**config.mk**
```make
export PLATFORM = sky130hd
export DESIGN_NAME = register_port_arbiter
export DESIGN_NICKNAME = d
export VERILOG_FILES = /design/src/rtl/register_port_pkg.sv /design/src/rtl/rr_priority_select.sv /design/src/rtl/register_port_arbiter.sv
export SDC_FILE = /design/constraint.sdc
export NUM_CORES = 1
export LEC_CHECK = 0
export ABC_AREA = 0
export ABC_CLOCK_PERIOD_IN_PS = 2400
export CAP_MARGIN = 20
export CORE_MARGIN = 5
export CORE_UTILIZATION = 25
export CTS_BUF_LIST = sky130_fd_sc_hd__clkbuf_2 sky130_fd_sc_hd__clkbuf_4 sky130_fd_sc_hd__clkbuf_8
export CTS_CLUSTER_SIZE = 20
export DETAILED_ROUTE_END_ITERATION = 12
export HOLD_SLACK_MARGIN = 0.12
export PLACE_DENSITY = 0.93
export RECOVER_POWER = 100
export SETUP_SLACK_MARGIN = 0.5
export SKIP_LAST_GASP = 1
export SLEW_MARGIN = 30
export SYNTH_ARGS = -nofsm -noshare
export SYNTH_HDL_FRONTEND = slang
export SYNTH_SLANG_ARGS = --single-unit
```
**constraint.sdc**
```tcl
create_clock -name clk -period 2.4 [get_ports clk]
set_input_delay 0.48 -clock clk [delete_from_list [all_inputs] [get_ports clk]]
set_output_delay 0.48 -clock clk [all_outputs]
set_load 0.05 [all_outputs]
```
**src/rtl/register_port_pkg.sv**
```systemverilog
// Shared definitions for the register-file port arbiter: FSM encoding and
// hold-counter limits.
package register_port_pkg;

  typedef enum logic {
    ST_IDLE = 1'b0,
    ST_OWN  = 1'b1
  } arb_state_e;

  localparam int MAX_HOLD_LIMIT = 15;
  localparam int HOLD_W         = $clog2(MAX_HOLD_LIMIT + 1);

  // Keeps an out-of-range MAX_HOLD from producing a zero or overflowing limit.
  function automatic int clamp_hold(input int h);
    if (h < 1) return 1;
    if (h > MAX_HOLD_LIMIT) return MAX_HOLD_LIMIT;
    return h;
  endfunction

endpackage

```
**src/rtl/rr_priority_select.sv**
```systemverilog
// Combinational winner selector: lowest-index first (mode 0) or first
// requester after the pointer with wrap-around (mode 1). Output is one-hot.
module rr_priority_select #(
  parameter int NUM_CH = 2,
  parameter int PTR_W  = 1
) (
  input  logic [NUM_CH-1:0] req_i,
  input  logic [PTR_W-1:0]  ptr_i,
  input  logic              mode_i,
  output logic [NUM_CH-1:0] win_o,
  output logic [PTR_W-1:0]  win_idx_o
);

  logic found;

  always_comb begin
    win_o     = '0;
    win_idx_o = '0;
    found     = 1'b0;
    if (!mode_i) begin
      for (int i = 0; i < NUM_CH; i++) begin
        if (req_i[i] && !found) begin
          win_o[i]  = 1'b1;
          win_idx_o = PTR_W'(i);
          found     = 1'b1;
        end
      end
    end else begin
      for (int k = 1; k <= NUM_CH; k++) begin
        int idx;
        idx = (int'(ptr_i) + k) % NUM_CH;
        if (req_i[idx] && !found) begin
          win_o[idx] = 1'b1;
          win_idx_o  = PTR_W'(idx);
          found      = 1'b1;
        end
      end
    end
  end

endmodule

```
**src/rtl/register_port_arbiter.sv**
```systemverilog
// Arbitrates several requesters onto one register-file write/read port with
// a registered one-hot grant, bounded hold time and optional round-robin.
module register_port_arbiter
  import register_port_pkg::*;
#(
  parameter int NUM_CH   = 2,
  parameter int ADDR_W   = 5,
  parameter int DATA_W   = 32,
  parameter int RR_MODE  = 0,
  parameter int MAX_HOLD = 4
) (
  input  logic                     clk,
  input  logic                     reset,
  input  logic [NUM_CH-1:0]        req,
  input  logic [NUM_CH-1:0]        we,
  input  logic [NUM_CH*ADDR_W-1:0] addr,
  input  logic [NUM_CH*DATA_W-1:0] wdata,
  output logic [NUM_CH-1:0]        grant,
  output logic [ADDR_W-1:0]        rf_addr,
  output logic                     rf_we,
  output logic [DATA_W-1:0]        rf_wdata,
  output logic                     busy,
  output arb_state_e               dbg_state
);

  localparam int PTR_W = $clog2(NUM_CH);
  localparam logic [HOLD_W-1:0] HOLD_MAX = HOLD_W'(clamp_hold(MAX_HOLD));
  localparam logic [PTR_W-1:0]  PTR_RST  = PTR_W'(NUM_CH - 1);

  arb_state_e        state_q, state_d;
  logic [NUM_CH-1:0] grant_q, grant_d;
  logic [HOLD_W-1:0] hold_q, hold_d;
  logic [PTR_W-1:0]  ptr_q, ptr_d;

  logic [NUM_CH-1:0] sel_req;
  logic [NUM_CH-1:0] win;
  logic [PTR_W-1:0]  win_idx;
  logic              owner_req;
  logic              others;

  // The current owner is never a candidate: it only competes by keeping req.
  assign sel_req   = req & ~grant_q;
  assign owner_req = |(grant_q & req);
  assign others    = |sel_req;

  rr_priority_select #(
    .NUM_CH (NUM_CH),
    .PTR_W  (PTR_W)
  ) u_sel (
    .req_i     (sel_req),
    .ptr_i     (ptr_q),
    .mode_i    (RR_MODE != 0),
    .win_o     (win),
    .win_idx_o (win_idx)
  );

  always_ff @(posedge clk) begin
    if (reset) begin
      state_q <= ST_IDLE;
      grant_q <= '0;
      hold_q  <= '0;
      ptr_q   <= PTR_RST;
    end else begin
      state_q <= state_d;
      grant_q <= grant_d;
      hold_q  <= hold_d;
      ptr_q   <= ptr_d;
    end
  end

  always_comb begin
    state_d = state_q;
    grant_d = grant_q;
    hold_d  = hold_q;
    ptr_d   = ptr_q;
    case (state_q)
      ST_IDLE: begin
        if (others) begin
          state_d = ST_OWN;
          grant_d = win;
          hold_d  = HOLD_W'(1);
          ptr_d   = win_idx;
        end
      end
      ST_OWN: begin
        if (owner_req) begin
          if (hold_q < HOLD_MAX) begin
            hold_d = hold_q + HOLD_W'(1);
          end else if (others) begin
            grant_d = win;
            hold_d  = HOLD_W'(1);
            ptr_d   = win_idx;
          end
        end else if (others) begin
          grant_d = win;
          hold_d  = HOLD_W'(1);
          ptr_d   = win_idx;
        end else begin
          state_d = ST_IDLE;
          grant_d = '0;
          hold_d  = '0;
        end
      end
      default: begin
        state_d = ST_IDLE;
        grant_d = '0;
        hold_d  = '0;
      end
    endcase
  end

  // Port mux follows the live inputs of the owner, so mid-grant changes pass through.
  always_comb begin
    rf_addr  = '0;
    rf_we    = 1'b0;
    rf_wdata = '0;
    for (int i = 0; i < NUM_CH; i++) begin
      if (grant_q[i] && req[i]) begin
        rf_addr  = addr[i*ADDR_W +: ADDR_W];
        rf_we    = we[i];
        rf_wdata = wdata[i*DATA_W +: DATA_W];
      end
    end
  end

  assign grant     = grant_q;
  assign busy      = |grant_q;
  assign dbg_state = state_q;

endmodule

```
# ---- After elaboration in Yosys (flattened, before gate mapping)
# Cells that the tools add are included.
dict set report op_classes {
  add_sub_neg 1
  order_cmp 1
  eq_ne 1
  mux 21
  n_bitwise 4
  reduce_logical 7
}
# op count
set ops {}
lappend ops {{2-to-1 mux 32 bit} 2}
lappend ops {{2-to-1 mux 4 bit} 3}
lappend ops {{2-to-1 mux 5 bit} 2}
lappend ops {{2-to-1 mux 2 bit} 4}
lappend ops {{one-hot mux 4 bit (2 select lines)} 1}
lappend ops {{2-to-1 mux 1 bit} 7}
lappend ops {{OR reduction 2 bit} 3}
lappend ops {{adder 4 x 1 -> 4 bit, second input constant} 1}
lappend ops {{bitwise AND 2 bit} 2}
lappend ops {{< comparator 4 x 3 -> 1 bit, second input constant} 1}
lappend ops {{one-hot mux 2 bit (2 select lines)} 1}
lappend ops {{logical AND 1 bit} 3}
lappend ops {{!= test 3 bit, second input constant} 1}
lappend ops {{NOT 2 bit} 1}
lappend ops {{one-hot mux 1 bit (2 select lines)} 1}
lappend ops {{zero test 1 bit} 1}
lappend ops {{NOT 1 bit} 1}
dict set report totals {
  ff_bits 7
  in_bits 80
  out_inout_bits 42
  word_cells 38
}

# ---- Logic depth before layout (Yosys ltp)
dict set report logic_depth {
  word_depth 10
  ltp_mapped 6
  depth_no_buf 3
}

# ---- Hierarchy
# From an unflattened synthesis, not the netlist that was laid out.
dict set report hier_totals {
  hier_cells 100
  hier_area_um2 852.1
}
# mod n_inst cells_each area_each_um2 seq_area_each_um2
set by_module_without_submodules {}
lappend by_module_without_submodules {register_port_arbiter 1 95 814.5 160.2}
lappend by_module_without_submodules {rr_priority_select 1 5 37.5 0.0}

# ---- Worst setup path after synthesis
# Ideal clock, no wire load.
dict set report synth_path {
  path_kind {reg-to-output}
  from {register grant_q[1] (netlist: grant[1])}
  to {output rf_addr[0]}
  arrival_time_ps 1734
  required_time_ps 1920
  setup_slack_ps 186
  path_stages_with_launch 5
  path_buffers 2
  path_cell_list {dfxtp_1 and2_1 buf_2 clkbuf_1 a22o_1}
}
dict set report synth_via {
  elab_chain_cells 2
}
# item line
set synth_lines {}
lappend synth_lines {{start, declared} register_port_arbiter.sv:31} ;# logic [NUM_CH-1:0] grant_q, grant_d;
lappend synth_lines {{start signal, assigned} register_port_arbiter.sv:65} ;# grant_q <= grant_d;
lappend synth_lines {{logical AND 1 bit} register_port_arbiter.sv:118} ;# if (grant_q[i] && req[i]) begin
lappend synth_lines {{2-to-1 mux 5 bit} register_port_arbiter.sv:118}
lappend synth_lines {{end, declared} register_port_arbiter.sv:19} ;# output logic [ADDR_W-1:0] rf_addr,
# Every way passes these cells.

# ---- Worst setup path in the final report
dict set report layout_path {
  from {register grant_q[0] (netlist: grant[0])}
  to {output rf_wdata[23]}
}
dict set report layout_via {
  elab_chain_cells 3
}
# item line
set layout_lines {}
lappend layout_lines {{logical AND 1 bit} register_port_arbiter.sv:118}
lappend layout_lines {{2-to-1 mux 32 bit (2 in series)} register_port_arbiter.sv:118}
lappend layout_lines {{end, declared} register_port_arbiter.sv:21} ;# output logic [DATA_W-1:0] rf_wdata,
# Every way passes these cells.

==> summary.txt <==
CTS
  • TritonCTS buffer count: 3
  • CTS Root Cell: clkbuf_4
  • H-Tree Depth: 1
  • Clock sinks: 7
  • Clock Path Buffers: 2
  • Worst skew pair latency: 0.26 ns
  • TritonCTS clock tree: done
  • Clock transition at path regs: 0.06 ns

STA
  • Fin. max-slew vios: 0
  • Setup TNS: 0 ns
  • Post-route minimum period: 2.117 ns
  • Rel. slew slack: 38.22%
  • Fmax: 472.4 MHz
  • Setup Viol. Count Final: 0
  • Clock Skew: 0.005793 ns
  • RSZ-0062 raised after global routing: yes
  • Period utilization: 88.19%
  • Slew of the pin with the lowest slew margin: 0.9248 ns
  • Worst setup margin: 0.2834 ns
  • Final hold vios: 0

Logic synthesis
  • Post-synth cell types: 29
  • #FFs+latches synth: 7
  • Cell area after synthesis: 779.5 um^2
  • Synth Flop Type: dfxtp_1
  • Syn Inst Count: 93
  • Average size of a mapped cell: 8.382 um^2
  • Register area share after synthesis: between 10% and 20%
  • Synth Warn #: 0
  • Post-synth EDFFs: 0
  • Syn nets: between 150 and 200
  • Async SR Flop Fraction: 0%

Die
  • Die Ht: 65.84 um
  • Die Footprint: between 0.004 and 0.005 mm^2
  • Core area: 0.003028 mm^2
  • Die width: between 60 and 70 um
  • Boundary Pins: around 120
  • Initial Util: 25.74%
  • Num rows: 20

Cells and area
  • Most frequent cells in the layout: clkdlybuf4s50_1, buf_8, a22o_4
  • Layout area overhead: 264.0%
  • Most common cell after layout, fill and taps aside: clkdlybuf4s50_1
  • Fin nets: 310
  • Fillers: 82
  • Post-route cell area: roughly 0.0028 mm^2
  • Storage cell area: 140.1 um^2
  • Final core utilization: 93.72%
  • Share of layout cells above drive strength 1: between 40% and 50%
  • Area occupied by multi-input gates: ~900 um^2
  • Diode count: 0

Detailed routing
  • Initial DRC count: 126
  • # DRC: 0
  • Drt pass-1 iters: 4
  • Routed WL: roughly 7.4 mm
  • Via/cell ratio: 5.831
  • Final ANT Viol Nets: 0
  • Vias after detailed routing: between 1500 and 2000
  • WL/cell: 27.24 um

Critical path
  • Critical Path End Type: primary output
  • Worst Reg-to-Reg Cells: 3
  • CP bufs+invs: 3
  • CP Cell Sequence: nand2_2 > nor2_4 > buf_6 > buf_16 > a22o_2 > buf_8
  • Critical path's slowest cell: dfxtp_1
  • Critical path depth: 6
  • Max FO, Critical Path: 7
  • Worst Path Required: 1.92 ns
  • Critical path's top delay family: flip-flops
  • Kind of critical path: reg2out
  • Arrival time at the worst endpoint: 1.64 ns
  • Critical path launch point type: flip-flop
  • Crit-path max cell delay: roughly 0.47 ns

Placement
  • Port Buffers: 121
  • Pre-CTS WS: 0.05782 ns
  • Final GP Congestion: around 0.89
  • DP Area: ~0.0020 mm^2
  • HPWL Detailed: 3.500 mm

Power
  • Leak: around 1.3 nW
  • VDD IR max: 0.0003865 V
  • Pwr dens: 337.8 mW/mm^2

Hold path
  • Hold Path Stages: 2
  • HP Class: reg2reg

GRT
  • Largest net degree at the start of global routing: 23
  • Vias in the first global route: 1489
  • Total track usage: between 20% and 30%
  • Total gr overflow: 0
  • Antenna violations before repair: 0
  • First-pass GRT wire length: 7.576 mm

Job
  • Max cap viols: 0

Run status
  • Outcome: complete, no violations
==> per-layer routing <==
metal  part of all wire (%)  wire length (um)  track usage [%]  vias up
met5                      0                 0                0        -
met1                     37              2715            23.87      774
met3                    7.9               585            4.932       26
met4                    4.5               331            6.736        0
met2                     51              3778            45.06      118
li1                       -                 -                -      668
==> path summary, 6_finish.rpt <==
kind                                start            to  slack [ns]
worst max-delay path             grant[0]  rf_wdata[23]        0.28
worst min-delay path            hold_q[1]     hold_q[1]        0.51
worst max register to register  dbg_state      grant[0]        0.59
worst min register to register  hold_q[1]     hold_q[1]        0.51
==> stage by stage <==
stage	cells	hold slack [ns]	power, mW
after global routing	272	0.5551	0.9865
after global placement	255	0.4880	0.6213
after floorplan	93	0.4666	0.4001
final	272	0.5066	0.9585
after CTS	268	0.5054	0.8384
after detailed placement	255	0.4980	0.6265
==> repair_timing <==
action	in CTS	in global routing
cloned	4	3
endpoints found under the setup margin	42	39
endpoints found under the hold margin	0	0
buffers inserted	5	1
hold buffers	0	0
gates resized for setup	78	63
pin swaps	4	3
==> synthesized netlist by cell type (2+ instances only) <==
library cell  instances  area (um^2)
buf_2                 3        15.01
and2_1                2        12.51
or2_2                 2        12.51
a22o_1               39        341.6
dfxtp_1               7        140.1
a32o_1                2        20.02
nand4_1               2        12.51
a21oi_1               3        15.01
inv_1                 2        7.510
clkbuf_1              3        11.26
nor2_1                5        18.77
buf_4                 3        22.52
nand2_1               4        15.01
==> kinds of logic after synthesis <==
| family | count (synthesis) | synth area share, % |
|---|---|---|
| flip-flops | 7 | 17.98 |
| AO/OA/AOI/OAI | 51 | 56.02 |
| AND/OR/NAND/NOR | 23 | 17.18 |
| adder cells (fa/ha/maj) | 1 | 1.605 |
| buffers and inverters | 11 | 7.223 |
==> worst reg2reg max path, cell delays in order (launching register included) <==
cell	delay, ns
dfxtp_1	0.45
nor3b_1	0.79
o22ai_1	0.27
a21oi_1	0.23
==> layout make-up <==
type / instances / share of cell area [%]
Multi-Input combinational cell: 75 / 32.28
Sequential cell: 7 / 4.938
Timing Repair Buffer: 140 / 59.52
Tap cell: 44 / 1.940
Clock buffer: 4 / 1.058
Inverter: 2 / 0.2646
==> power by group <==
part	internal (mW)	total (mW)	switching (mW)
Sequential	0.123	0.132	0.00955
Clock	0.0753	0.127	0.0521
Combinational	0.358	0.699	0.340
Total	0.557	0.959	0.402
==> flip-flops by register name, indices dropped and copies added (netlist names) <==
register	flops
dbg_state	1
grant	2
hold_q	4
(Power assumes the default switching activity.)
